--- src/rtl/ps2_scan_port.sv ---
// PS/2 keyboard receiver with E0/F0 prefix folding, a 4-entry scan-code FIFO
// and a two-port processor read interface (data and status).
module ps2_scan_port #(
  parameter logic [7:0] PORT_DATA   = 8'd3,
  parameter logic [7:0] PORT_STATUS = 8'd13,
  parameter int         TIMEOUT     = 50000
) (
  input  logic       clk,
  input  logic       reset,
  input  logic       ps2c,
  input  logic       ps2d,
  input  logic [7:0] port_id,
  input  logic       read_strobe,
  output logic [7:0] data_out,
  output logic       key_ready
);

  localparam int TW = $clog2(TIMEOUT + 1);

  typedef enum logic [1:0] {IDLE, DATA, PARITY, STOP} state_t;

  state_t      state_q, state_d;
  logic        ps2c_s1_q, ps2c_s2_q, ps2c_prev_q;
  logic        ps2d_s1_q, ps2d_s2_q;
  logic [2:0]  bit_cnt_q;
  logic [7:0]  shift_q;
  logic        parity_q;
  logic [TW-1:0] tmo_cnt_q;
  logic        rx_valid_q;
  logic [7:0]  rx_code_q;
  logic        ext_pend_q, ext_pend_d, brk_pend_q, brk_pend_d;
  logic        err_q, err_d, ovf_q, ovf_d;
  logic [1:0]  wr_ptr_q, wr_ptr_d, rd_ptr_q, rd_ptr_d;
  logic [2:0]  count_q, count_d;
  logic        key_ready_q;
  logic [9:0]  mem [0:3];

  logic fall, timeout, cnt_clr, shift_en, par_en, frame_good, frame_bad;
  logic is_e0, is_f0, push_req, push, pop, full, not_empty, ovf_set, err_set, stat_rd;
  logic [9:0] head;

  // Synchronizers idle high so reset never fabricates a falling edge.
  always_ff @(posedge clk) begin
    if (reset) begin
      ps2c_s1_q   <= 1'b1;
      ps2c_s2_q   <= 1'b1;
      ps2c_prev_q <= 1'b1;
      ps2d_s1_q   <= 1'b1;
      ps2d_s2_q   <= 1'b1;
    end else begin
      ps2c_s1_q   <= ps2c;
      ps2c_s2_q   <= ps2c_s1_q;
      ps2c_prev_q <= ps2c_s2_q;
      ps2d_s1_q   <= ps2d;
      ps2d_s2_q   <= ps2d_s1_q;
    end
  end

  assign fall    = ps2c_prev_q & ~ps2c_s2_q;
  assign timeout = (state_q != IDLE) && !fall && (tmo_cnt_q == TW'(TIMEOUT - 1));

  always_ff @(posedge clk) begin
    if (reset) state_q <= IDLE;
    else       state_q <= state_d;
  end

  always_comb begin
    state_d = state_q;
    if (timeout) begin
      state_d = IDLE;
    end else if (fall) begin
      case (state_q)
        IDLE:    if (!ps2d_s2_q) state_d = DATA;
        DATA:    if (bit_cnt_q == 3'd7) state_d = PARITY;
        PARITY:  state_d = STOP;
        default: state_d = IDLE;
      endcase
    end
  end

  always_comb begin
    cnt_clr    = fall && (state_q == IDLE);
    shift_en   = fall && (state_q == DATA);
    par_en     = fall && (state_q == PARITY);
    frame_good = fall && (state_q == STOP) && ps2d_s2_q && (^{shift_q, parity_q});
    frame_bad  = fall && (state_q == STOP) && !(ps2d_s2_q && (^{shift_q, parity_q}));
  end

  always_ff @(posedge clk) begin
    if (reset) begin
      bit_cnt_q  <= '0;
      tmo_cnt_q  <= '0;
      rx_valid_q <= 1'b0;
    end else begin
      if (cnt_clr)       bit_cnt_q <= '0;
      else if (shift_en) bit_cnt_q <= bit_cnt_q + 3'd1;
      if (state_q == IDLE || fall) tmo_cnt_q <= '0;
      else                         tmo_cnt_q <= tmo_cnt_q + 1'b1;
      rx_valid_q <= frame_good;
    end
    if (shift_en)   shift_q   <= {ps2d_s2_q, shift_q[7:1]};
    if (par_en)     parity_q  <= ps2d_s2_q;
    if (frame_good) rx_code_q <= shift_q;
  end

  assign is_e0     = (rx_code_q == 8'hE0);
  assign is_f0     = (rx_code_q == 8'hF0);
  assign push_req  = rx_valid_q && !is_e0 && !is_f0;
  assign full      = (count_q == 3'd4);
  assign not_empty = (count_q != 3'd0);
  assign pop       = read_strobe && (port_id == PORT_DATA) && not_empty;
  assign push      = push_req && (!full || pop);
  assign ovf_set   = push_req && full && !pop;
  assign err_set   = frame_bad || timeout;
  assign stat_rd   = read_strobe && (port_id == PORT_STATUS);

  always_comb begin
    ext_pend_d = ext_pend_q;
    brk_pend_d = brk_pend_q;
    if (rx_valid_q && is_e0)      ext_pend_d = 1'b1;
    else if (push_req)            ext_pend_d = 1'b0;
    if (rx_valid_q && is_f0)      brk_pend_d = 1'b1;
    else if (push_req)            brk_pend_d = 1'b0;
    // Set events take priority over the status-read clear.
    err_d = err_q;
    ovf_d = ovf_q;
    if (stat_rd) begin
      err_d = 1'b0;
      ovf_d = 1'b0;
    end
    if (err_set) err_d = 1'b1;
    if (ovf_set) ovf_d = 1'b1;
    wr_ptr_d = push ? wr_ptr_q + 2'd1 : wr_ptr_q;
    rd_ptr_d = pop  ? rd_ptr_q + 2'd1 : rd_ptr_q;
    count_d  = count_q + {2'b00, push} - {2'b00, pop};
  end

  always_ff @(posedge clk) begin
    if (reset) begin
      ext_pend_q  <= 1'b0;
      brk_pend_q  <= 1'b0;
      err_q       <= 1'b0;
      ovf_q       <= 1'b0;
      wr_ptr_q    <= '0;
      rd_ptr_q    <= '0;
      count_q     <= '0;
      key_ready_q <= 1'b0;
    end else begin
      ext_pend_q  <= ext_pend_d;
      brk_pend_q  <= brk_pend_d;
      err_q       <= err_d;
      ovf_q       <= ovf_d;
      wr_ptr_q    <= wr_ptr_d;
      rd_ptr_q    <= rd_ptr_d;
      count_q     <= count_d;
      key_ready_q <= (count_d != 3'd0);
    end
  end

  always_ff @(posedge clk) begin
    if (push) mem[wr_ptr_q] <= {ext_pend_q, brk_pend_q, rx_code_q};
  end

  assign head      = mem[rd_ptr_q];
  assign key_ready = key_ready_q;

  always_comb begin
    data_out = 8'h00;
    if (port_id == PORT_DATA) begin
      if (not_empty) data_out = head[7:0];
    end else if (port_id == PORT_STATUS) begin
      data_out = {2'b00, not_empty & head[9], not_empty & head[8], ovf_q, err_q, full, not_empty};
    end
  end

endmodule

--- config.mk ---
export PLATFORM = sky130hd
export DESIGN_NAME = ps2_scan_port
export DESIGN_NICKNAME = d
export VERILOG_FILES = /design/src/rtl/ps2_scan_port.sv
export SDC_FILE = /design/constraint.sdc
export NUM_CORES = 1
export LEC_CHECK = 0
export BUFFER_PORTS_ARGS = -buffer_cell sky130_fd_sc_hd__buf_4
export CORE_MARGIN = 4
export CORE_UTILIZATION = 55
export DETAILED_ROUTE_END_ITERATION = 7
export PLACE_DENSITY = 0.73
export SLEW_MARGIN = 30
export SYNTH_ARGS = -nofsm -noshare
export SYNTH_HDL_FRONTEND = slang
export SYNTH_SLANG_ARGS = --single-unit
--- constraint.sdc ---
create_clock -name clk -period 2.8 [get_ports clk]
set_input_delay 0.14 -clock clk [delete_from_list [all_inputs] [get_ports clk]]
set_output_delay 0.14 -clock clk [all_outputs]
set_load 0.1 [all_outputs]
==> out/qor.txt <==
number of diodes = 0
I/O Buffers = 21
Slew headroom = 55.1%
largest net degree at the start of global routing = 26
CP Capture Type = flip-flop
run status = completed
Die W = 94.3 µm
final core occ = 62.9%
dpl cells = 413
commonest non-fill, non-tap cell in the layout = edfxtp_1
Power Density = 524 nW/µm²
total vias in the final route = 2397
setup TNS = 0 ns
synthesized area per cell = 13.7 µm²
initial antenna violation count = 0
Clock Skews = 0.00792 ns
WL/cell = 15.2 µm
critical path class = flip-flop to flip-flop
synth warn = 0
GR Overflow Total = 0
Post-synth ARST share = 0%
site row count = 31
cts hold-fix bufs = 2
type of origin of the critical path = flip-flop
RSZ-0062 raised after global routing = no
first-pass detailed-route iteration total = 4
maximum VDD drop = 328 µV
post-route ant nets = 0
Seq cells post-synth = 98
vias in the first global route = 2347
CTS tree = done
area delta synth->final = 11.4%
later-pin clock latency in the skew report = 0.35 ns
Post-Route WL = 6530 µm
critical path data required time = 3.05 ns
clock-pin slew on the worst setup and hold paths = 0.10 ns
Num CTS Buffers = 9
Fin. Hold Viols = 0
Max Cap Viol = 0
Seq/Total Area, Yosys = 61.8%
post-CTS setup buffer count = 0
Clock Path Buffers = 2
Max Slew Vio Count = 0
EDFF count, synth = 57
critical path peak fanout = 5
share of layout cells above drive strength 1 = 18.4%
drt drc = 0
DIE HEIGHT = 94.3 µm
setup violators final = 0
All-Layer GR Usage = 16.2%
Starting Density = 56.5%
Ports = 22
Post-synth top flop = edfxtp_1
Min-Delay Path Class = input port to flip-flop
syn nets = 327
routability cong. = 0.741
Syn Std Cell Area = 4100 µm²
Gates resized, CTS repair = 0
worst hold slack = 0.121 ns
measured slew at the worst slew-check pin = 0.673 ns
global-route wire length before repair = 11000 µm
root buf cell = clkbuf_8
initial DRC count = 58
Core Region = 7250 µm²
Post-layout nets = 354
post-route clock period utilization = 90.7%
synth unique cells = 53
Via-to-Cell Ratio = 5.56
H-tree levels = 3
Power, Total = 2.39 mW
cell count after synthesis = 300
Fmax = 394 MHz
Clock Sinks = 98
commonest non-fill, non-tap cells in the layout = edfxtp_1, dfxtp_1, buf_4, nor2_1, a21oi_1
Lkg Pwr = 1.59 nW
crit path DAT = 2.79 ns
crit path time final = 2.54 ns
die area = 8890 µm²
Final HPWL DP = 4620 µm
Non-Filler Instances = 431
[sequential cells by signal, summed over array words and instances (netlist names), 2 cells and up, named ones only]
name	flops
wr_ptr_q	2
mem	40
tmo_cnt_q	16
state_q	2
bit_cnt_q	3
count_q	3
shift_q	8
rd_ptr_q	2
rx_code_q	8
[layer usage]
layer / share of wire (%) / track usage (%) / wire, µm
met5: 0 / 0 / 0
met1: 42 / 19.7 / 2770
met2: 53 / 28.3 / 3460
met4: 1.7 / 6.50 / 114
met3: 2.8 / 3.13 / 180
[power by group]
group          switching [mW]  internal (mW)
combinational          0.0210         0.0205
clock                   0.498          0.340
sequential            0.00169           1.51
[cell usage after synthesis (3+ instances only)]
cell type | n | area [µm²]
ha_1 | 13 | 163
edfxtp_1 | 57 | 1710
buf_2 | 3 | 15.0
nand3_1 | 8 | 40.0
o21ai_0 | 8 | 40.0
and2_1 | 6 | 37.5
a22o_1 | 4 | 35.0
and3_1 | 7 | 43.8
nor2_1 | 22 | 82.6
or2_2 | 5 | 31.3
mux4_2 | 10 | 225
nand2b_1 | 3 | 18.8
xor2_1 | 8 | 70.1
nand4_1 | 6 | 37.5
inv_1 | 13 | 48.8
a21oi_1 | 14 | 70.1
clkbuf_1 | 5 | 18.8
nand2_1 | 8 | 30.0
or3_1 | 9 | 56.3
mux2i_1 | 3 | 30.0
nor2b_1 | 3 | 18.8
xnor2_1 | 7 | 61.3
dfxtp_1 | 41 | 821
[logic make-up after synthesis]
kind of cell	after synthesis	synth area share (%)
xor+xnor	17	4.31
fa+ha+maj	14	4.46
simple gates	97	14.6
mux	13	6.23
flops	98	61.8
buf+inv	23	2.23
compound gates	38	6.36
[path summary, 6_finish.rpt]
check	startpoint	end	slack [ns]	cells after the start
worst max-delay path	rx_code_q[2]	key_ready	0.26	12
worst min register to register	ps2c_s1_q	ps2c_s2_q	0.42	1
worst max register to register	rx_code_q[2]	key_ready	0.26	12
worst min-delay path	reset	ovf_q	0.12	2
[final cells by class]
class                   count  area, µm²
clock inverters             7       61.3
well taps                  99        124
inverters                  13       48.8
fillers                   544       2690
repair buffers             26        200
multi-input cells         179       1470
flip-flops and latches     98       2530
clock buffers               9        124
[through the flow]
stage	area [µm²]	setup WS [ns]
after floorplan	4100	0.275
after global placement	4360	0.175
after detailed placement	4360	0.0739
after CTS	4560	0.246
after global routing	4560	0.0343
final	4560	0.260
[worst max-delay path, cell delays in order, from the launching register on]
cell	delay [ns]
edfxtp_1	0.44
nand4b_1	0.24
o41ai_1	0.28
buf_4	0.20
nor2_1	0.04
inv_1	0.06
ha_1	0.12
inv_1	0.04
ha_1	0.18
fa_1	0.39
xnor2_1	0.19
xnor2_1	0.17
a21oi_1	0.10
(Power assumes the default switching activity.)
